## src/rtl/joy_serial_tx.sv

```systemverilog
// ============================================================================
// joy_serial_tx
//
// Presents two 12-button controller snapshots to an external reader as a
// 24-bit serial frame.
//
// The reader pulls joy_load low to latch the buttons and then clocks the
// frame out with joy_clk. Both reader signals are asynchronous to clk12 and
// are resynchronised before use. While the synchronised load is low, the
// shift register reloads on every clk12 cycle. Each synchronised joy_clk
// rising edge then moves the frame forward by one bit, and the register
// fills with 1s from the bottom. After 24 shifts the line stays high until
// the next load.
//
// Frame order, first bit out to last:
//   joy1[8,6,5,4,3,2,1,0], joy2[8,6,5,4,3,2,1,0],
//   joy2[10,11,9,7], joy1[10,11,9,7]
//
// Ports
//   clk12       in   1   system clock, 12 MHz, rising-edge
//   reset       in   1   asynchronous, active-high reset
//   joy_clk     in   1   reader shift clock (async, ~224 kHz)
//   joy_load    in   1   reader load strobe (async, active low)
//   joy1        in  12   player-1 buttons, active low (1 = released)
//   joy2        in  12   player-2 buttons, active low (1 = released)
//   joy_data    out  1   serial data to the reader (shift-register MSB)
//   frame_done  out  1   one-cycle pulse after the 24th shift of a frame
//   busy        out  1   high from a load until the 24th shift
//
// Configuration macro
//   JOY_SERIAL_TX_GLITCH_FILTER_EN
//     When defined, a joy_clk level change is accepted only after three
//     identical consecutive synchronised samples. This rejects short
//     glitches. Worst-case shift latency becomes 6 clk12 cycles instead of 4.
// ============================================================================

module joy_serial_tx (
    input  logic        clk12,
    input  logic        reset,
    input  logic        joy_clk,
    input  logic        joy_load,
    input  logic [11:0] joy1,
    input  logic [11:0] joy2,
    output logic        joy_data,
    output logic        frame_done,
    output logic        busy
);

    localparam logic [4:0] FRAME_LEN  = 5'd24;
    localparam logic [4:0] LAST_SHIFT = 5'd23;

    typedef enum logic {
        ST_IDLE,
        ST_FRAME
    } state_t;

    state_t      state;
    state_t      state_nxt;

    logic        clk_s1;
    logic        clk_s2;
    logic        ld_s1;
    logic        ld_s2;
    logic        clk_rise;
    logic        load_act;
    logic        shift_act;
    logic [23:0] frame_word;
    logic [23:0] shreg;
    logic [4:0]  shift_cnt;

    // ------------------------------------------------------------------------
    // Two-flop synchronisers. Idle level is 1 for both, so reset puts the
    // synchronisers in the "not loading" state.
    // ------------------------------------------------------------------------
    always_ff @(posedge clk12 or posedge reset) begin
        if (reset) begin
            clk_s1 <= 1'b1;
            clk_s2 <= 1'b1;
            ld_s1  <= 1'b1;
            ld_s2  <= 1'b1;
        end else begin
            clk_s1 <= joy_clk;
            clk_s2 <= clk_s1;
            ld_s1  <= joy_load;
            ld_s2  <= ld_s1;
        end
    end

`ifdef JOY_SERIAL_TX_GLITCH_FILTER_EN
    // ------------------------------------------------------------------------
    // Glitch filter. clk_filt follows the synchronised clock only after
    // three matching samples (clk_s2, clk_h1, clk_h2). The rise is flagged
    // combinationally in the same cycle the filter would accept a new high
    // level. This keeps the external-edge-to-shift latency at 5 cycles.
    // ------------------------------------------------------------------------
    logic clk_h1;
    logic clk_h2;
    logic clk_filt;

    always_ff @(posedge clk12 or posedge reset) begin
        if (reset) begin
            clk_h1   <= 1'b1;
            clk_h2   <= 1'b1;
            clk_filt <= 1'b1;
        end else begin
            clk_h1 <= clk_s2;
            clk_h2 <= clk_h1;
            if ((clk_s2 == clk_h1) && (clk_h1 == clk_h2)) begin
                clk_filt <= clk_s2;
            end
        end
    end

    assign clk_rise = clk_s2 & clk_h1 & clk_h2 & ~clk_filt;
`else
    // ------------------------------------------------------------------------
    // Unfiltered edge detect on the synchronised clock. A single-cycle high
    // sample is treated as a genuine edge.
    // ------------------------------------------------------------------------
    logic clk_prev;

    always_ff @(posedge clk12 or posedge reset) begin
        if (reset) begin
            clk_prev <= 1'b1;
        end else begin
            clk_prev <= clk_s2;
        end
    end

    assign clk_rise = clk_s2 & ~clk_prev;
`endif

    // Load is level-sensitive and always wins over a concurrent shift.
    assign load_act  = ~ld_s2;
    assign shift_act = ld_s2 & clk_rise;

    // ------------------------------------------------------------------------
    // Parallel-load image. Bit 23 is sent first.
    // ------------------------------------------------------------------------
    always_comb begin
        frame_word = {
            joy1[8], joy1[6], joy1[5], joy1[4],
            joy1[3], joy1[2], joy1[1], joy1[0],
            joy2[8], joy2[6], joy2[5], joy2[4],
            joy2[3], joy2[2], joy2[1], joy2[0],
            joy2[10], joy2[11], joy2[9], joy2[7],
            joy1[10], joy1[11], joy1[9], joy1[7]
        };
    end

    // ------------------------------------------------------------------------
    // Shift register. Shifting in 1s makes an exhausted frame read as all
    // released buttons, with no wrap-around.
    // ------------------------------------------------------------------------
    always_ff @(posedge clk12 or posedge reset) begin
        if (reset) begin
            shreg <= '1;
        end else if (load_act) begin
            shreg <= frame_word;
        end else if (shift_act) begin
            shreg <= {shreg[22:0], 1'b1};
        end
    end

    assign joy_data = shreg[23];

    // ------------------------------------------------------------------------
    // Shift counter, saturating at FRAME_LEN.
    // ------------------------------------------------------------------------
    always_ff @(posedge clk12 or posedge reset) begin
        if (reset) begin
            shift_cnt <= '0;
        end else if (load_act) begin
            shift_cnt <= '0;
        end else if (shift_act && (shift_cnt != FRAME_LEN)) begin
            shift_cnt <= shift_cnt + 5'd1;
        end
    end

    // frame_done is qualified by ST_FRAME. Shifts clocked in after reset
    // with no load therefore never report a completed frame.
    always_ff @(posedge clk12 or posedge reset) begin
        if (reset) begin
            frame_done <= 1'b0;
        end else begin
            frame_done <= shift_act && (state == ST_FRAME) &&
                          (shift_cnt == LAST_SHIFT);
        end
    end

    // ------------------------------------------------------------------------
    // Frame FSM: state register, next-state logic, outputs.
    // ------------------------------------------------------------------------
    always_ff @(posedge clk12 or posedge reset) begin
        if (reset) begin
            state <= ST_IDLE;
        end else begin
            state <= state_nxt;
        end
    end

    always_comb begin
        state_nxt = state;
        if (load_act) begin
            state_nxt = ST_FRAME;
        end else if ((state == ST_FRAME) && shift_act &&
                     (shift_cnt == LAST_SHIFT)) begin
            state_nxt = ST_IDLE;
        end
    end

    always_comb begin
        busy = 1'b0;
        if (state == ST_FRAME) begin
            busy = 1'b1;
        end
    end

endmodule
```

## config.mk

```make
export PLATFORM = sky130hd
export DESIGN_NAME = joy_serial_tx
export DESIGN_NICKNAME = d
export VERILOG_FILES = /design/src/rtl/joy_serial_tx.sv
export SDC_FILE = /design/constraint.sdc
export NUM_CORES = 1
export LEC_CHECK = 0
export CORE_MARGIN = 3
export CORE_UTILIZATION = 35
export DETAILED_ROUTE_END_ITERATION = 7
export DONT_BUFFER_PORTS = 1
export PLACE_DENSITY = 0.47
export SLEW_MARGIN = 20
export SYNTH_ARGS = -nofsm -noshare
export SYNTH_HDL_FRONTEND = slang
export SYNTH_SLANG_ARGS = --single-unit
```

## constraint.sdc

```tcl
create_clock -name clk12 -period 1.2 [get_ports clk12]
set_input_delay 0.18 -clock clk12 [delete_from_list [all_inputs] [get_ports clk12]]
set_output_delay 0.18 -clock clk12 [all_outputs]
set_load 0.1 [all_outputs]
```

==> run metrics <==
worst path required time=1410 ps; die area=about 0.0055 sq mm; Vias=between 1000 and 1500; Clock transition at path regs=approximately 70 ps; Post-Syn Area=about 0.0016 sq mm; Max Freq=a little under 800 MHz; RSZ-0062 raised after global routing=yes; Critical Path AT=1490 ps; synthesis-stage register bit count=36; Peak VDD IR=around 0.65 mV; vias in the first global route=about 1200; EDFF count, synth=0; share of synthesized cell area in and, or, nand and nor gates=22.3%; Worst-Margin Slew=220 ps; wire length per cell=14.9 microns; Synth async-reset ratio=100%; Avg Inst Size Synth=approximately 9.4 sq um; mux share of post-synthesis cell area=1.83%; I/O pin count=31; P_int=2.30 mW; cell taking the most area after synthesis=dfstp_2; placed cell areas=between 0.0015 and 0.002 sq mm; clock sink total=36; Sw Pwr=715 uW; fill count=424; H-tree Lvls=2; Die X=74.5 microns; Power, Total=3.02 mW; R2R Setup Slk=-70 ps; setup ws final=-73.4 ps; final WL=3670 microns; core area=0.00444 sq mm; most frequent cells in the layout=nand2_1, dfstp_2, nor2_1; initial core utilization=36.9%; largest net degree at the start of global routing=37; Seq pwr share=47.8%; hold_ws=6.91 ps; # port buffers=0; Final Hold Vio Count=0; CTS Buf Count=5; instance count of the mapped netlist=175; vias per cell=5.13; Rows=24; clock latency on the worst-skew pair=290 ps; Remaining DRCs=0; Ys Warns=0; Util after Layout=49.6%; Final Instance Count excl. Fillers=around 250; crit-path max cell delay=approximately 530 ps; Switching Share=23.7%; Root Buffer=clkbuf_8; Synth Area in Compound Gates=11.4%; grt total ovfl=0; largest family of logic cells by synthesized area=simple AND/OR/NAND/NOR gates; Initial DRC Count=78; CP endpoint=shift_cnt[3]; clock power share=38.5%; DP HPWL=2280 microns; part of the Yosys area used for sequential elements=57.1%; initial antenna violation count=0; LEAKAGE=0.941 nW; sequential cell area=938 sq um; Layout area overhead=34.5%; Critical Path Start=clk_s2; CP startpoint kind=flip-flop; unique cell type count in the Yosys netlist=26; Final ANT Viol Nets=0; pwr/cell area=1370 mW/mm^2; Worst Setup End Kind=flip-flop; All-Layer GR Usage=13.7%; XOR/XNOR Fraction of Synth Area=0%; clock skew after layout=roughly 6.2 ps; routability cong.=0.751; Max Buffers Root-to-Sink=2; FF-to-FF Start=clk_s2; crit path cell chain=buf_4 > nand2b_4 > or3_1 > a21boi_1; post-synthesis adder-cell area fraction=roughly 1.5%; crit path kind=reg -> reg; share of cells above drive strength 1=38.7%; Buf/Inv on CP=1; fin area=0.00221 sq mm; maxcap violations=0; Max-slew headroom=85.2%; first-pass GRT wire length=5740 microns; status=finished, violations left; dominant cells by area after synthesis=dfstp_2, nand2_1, dfrtp_1, a31oi_1, nor2_1; failing checks=setup timing; combinational power share=13.7%; most common cell after layout, fill and taps aside=nand2_1; total stage count of the critical path=4; CP max FO=5; Hold Path Class=in -> reg; diode count=0; final max-slew violation count=0; DP Cell Count=227; CP top delay family=flip-flops; Synthesized Nets=205; CTS tree=built; Final min period=1270 ps; CP max stage cell=dfstp_2; Synth Flop Type=dfstp_2; DRT Pass-1 Iters=4; R2R cell count=4; R2R Path End=shift_cnt[3]; Tcrit/Tclk final=106%; final setup violation count=27; area of the multi-input gates=724 sq um; # nets final=223; Yosys top cell area share=46.5%; Die Y=between 70 and 80 microns
-- Yosys cell counts, types with 2 or more instances --
cell type,count
a21boi_1,2
nor2_1,25
dfrtp_1,7
dfstp_2,29
o21ai_1,3
nand2_1,52
buf_2,4
mux2i_1,3
nand3_1,2
buf_6,3
clkbuf_1,3
inv_1,5
a31oi_1,23
ha_1,2
-- logic make-up after synthesis --
family,after synthesis
AND/OR/NAND/NOR,87
flip-flops,36
AO/OA/AOI/OAI,30
buffers and inverters,17
multiplexers,3
adder cells (fa/ha/maj),2
-- state kept, by name, summed over array words and instances (netlist names) --
register    count
shift_cnt       5
clk_s2          1
clk_s1          1
state           1
shreg          24
ld_s1           1
frame_done      1
ld_s2           1
clk_prev        1
-- per-stage QoR --
stage          setup slack, ps  setup TNS [ps]
6_report                 -73.4           -1180
5_1_grt                   -128           -2710
4_1_cts                  -91.4           -1040
3_5_place_dp             -73.9            -630
3_3_place_gp             -35.6            -101
2_1_floorplan            -24.2           -24.7
-- worst min path at each step --
stage	to	slack (ps)	startpoint	cells after the start
2_1_floorplan	clk_s1	180	joy_clk	0
3_3_place_gp	shift_cnt[1]	140	reset	2
3_5_place_dp	shift_cnt[3]	140	reset	2
4_1_cts	shreg[4]	0.7	joy2[7]	2
5_1_grt	shreg[13]	5	joy2[5]	2
6_report	shreg[18]	7	joy1[2]	2
-- routing by layer --
metal	part of all wire, %	routed length (microns)	vias to the layer above	global-route usage [%]
met5	0	0	-	0
met4	1.9	68	0	6.52
met3	4.9	179	7	3.11
met2	47	1720	35	19.7
met1	46	1700	603	19.4
li1	-	-	616	-
-- power by group through the flow --
stage,Combinational (mW),Sequential (mW),Clock [mW]
final,0.414,1.44,1.16
after detailed placement,0.314,1.45,0
after floorplan,0.211,1.46,0
after global routing,0.459,1.46,1.24
after global placement,0.305,1.45,0
after CTS,0.329,1.43,1.19
-- area by class of cell --
| class | count | share of cell area (%) |
|---|---|---|
| Clock buffer | 7 | 4.37 |
| Inverter | 5 | 0.851 |
| Timing Repair Buffer | 23 | 15.1 |
| Clock inverter | 1 | 1.36 |
| Multi-Input combinational cell | 122 | 32.8 |
| Sequential cell | 36 | 42.5 |
| Tap cell | 52 | 2.95 |
-- repair_timing --
action,4_1_cts,5_1_grt
pin swaps,2,26
gates cloned,0,3
hold endpoints to repair,10,0
resized for setup,2,33
endpoints found under the setup margin,27,31
hold buffers,4,0
buffers inserted,0,4
Power figures use the tool's default switching activity.
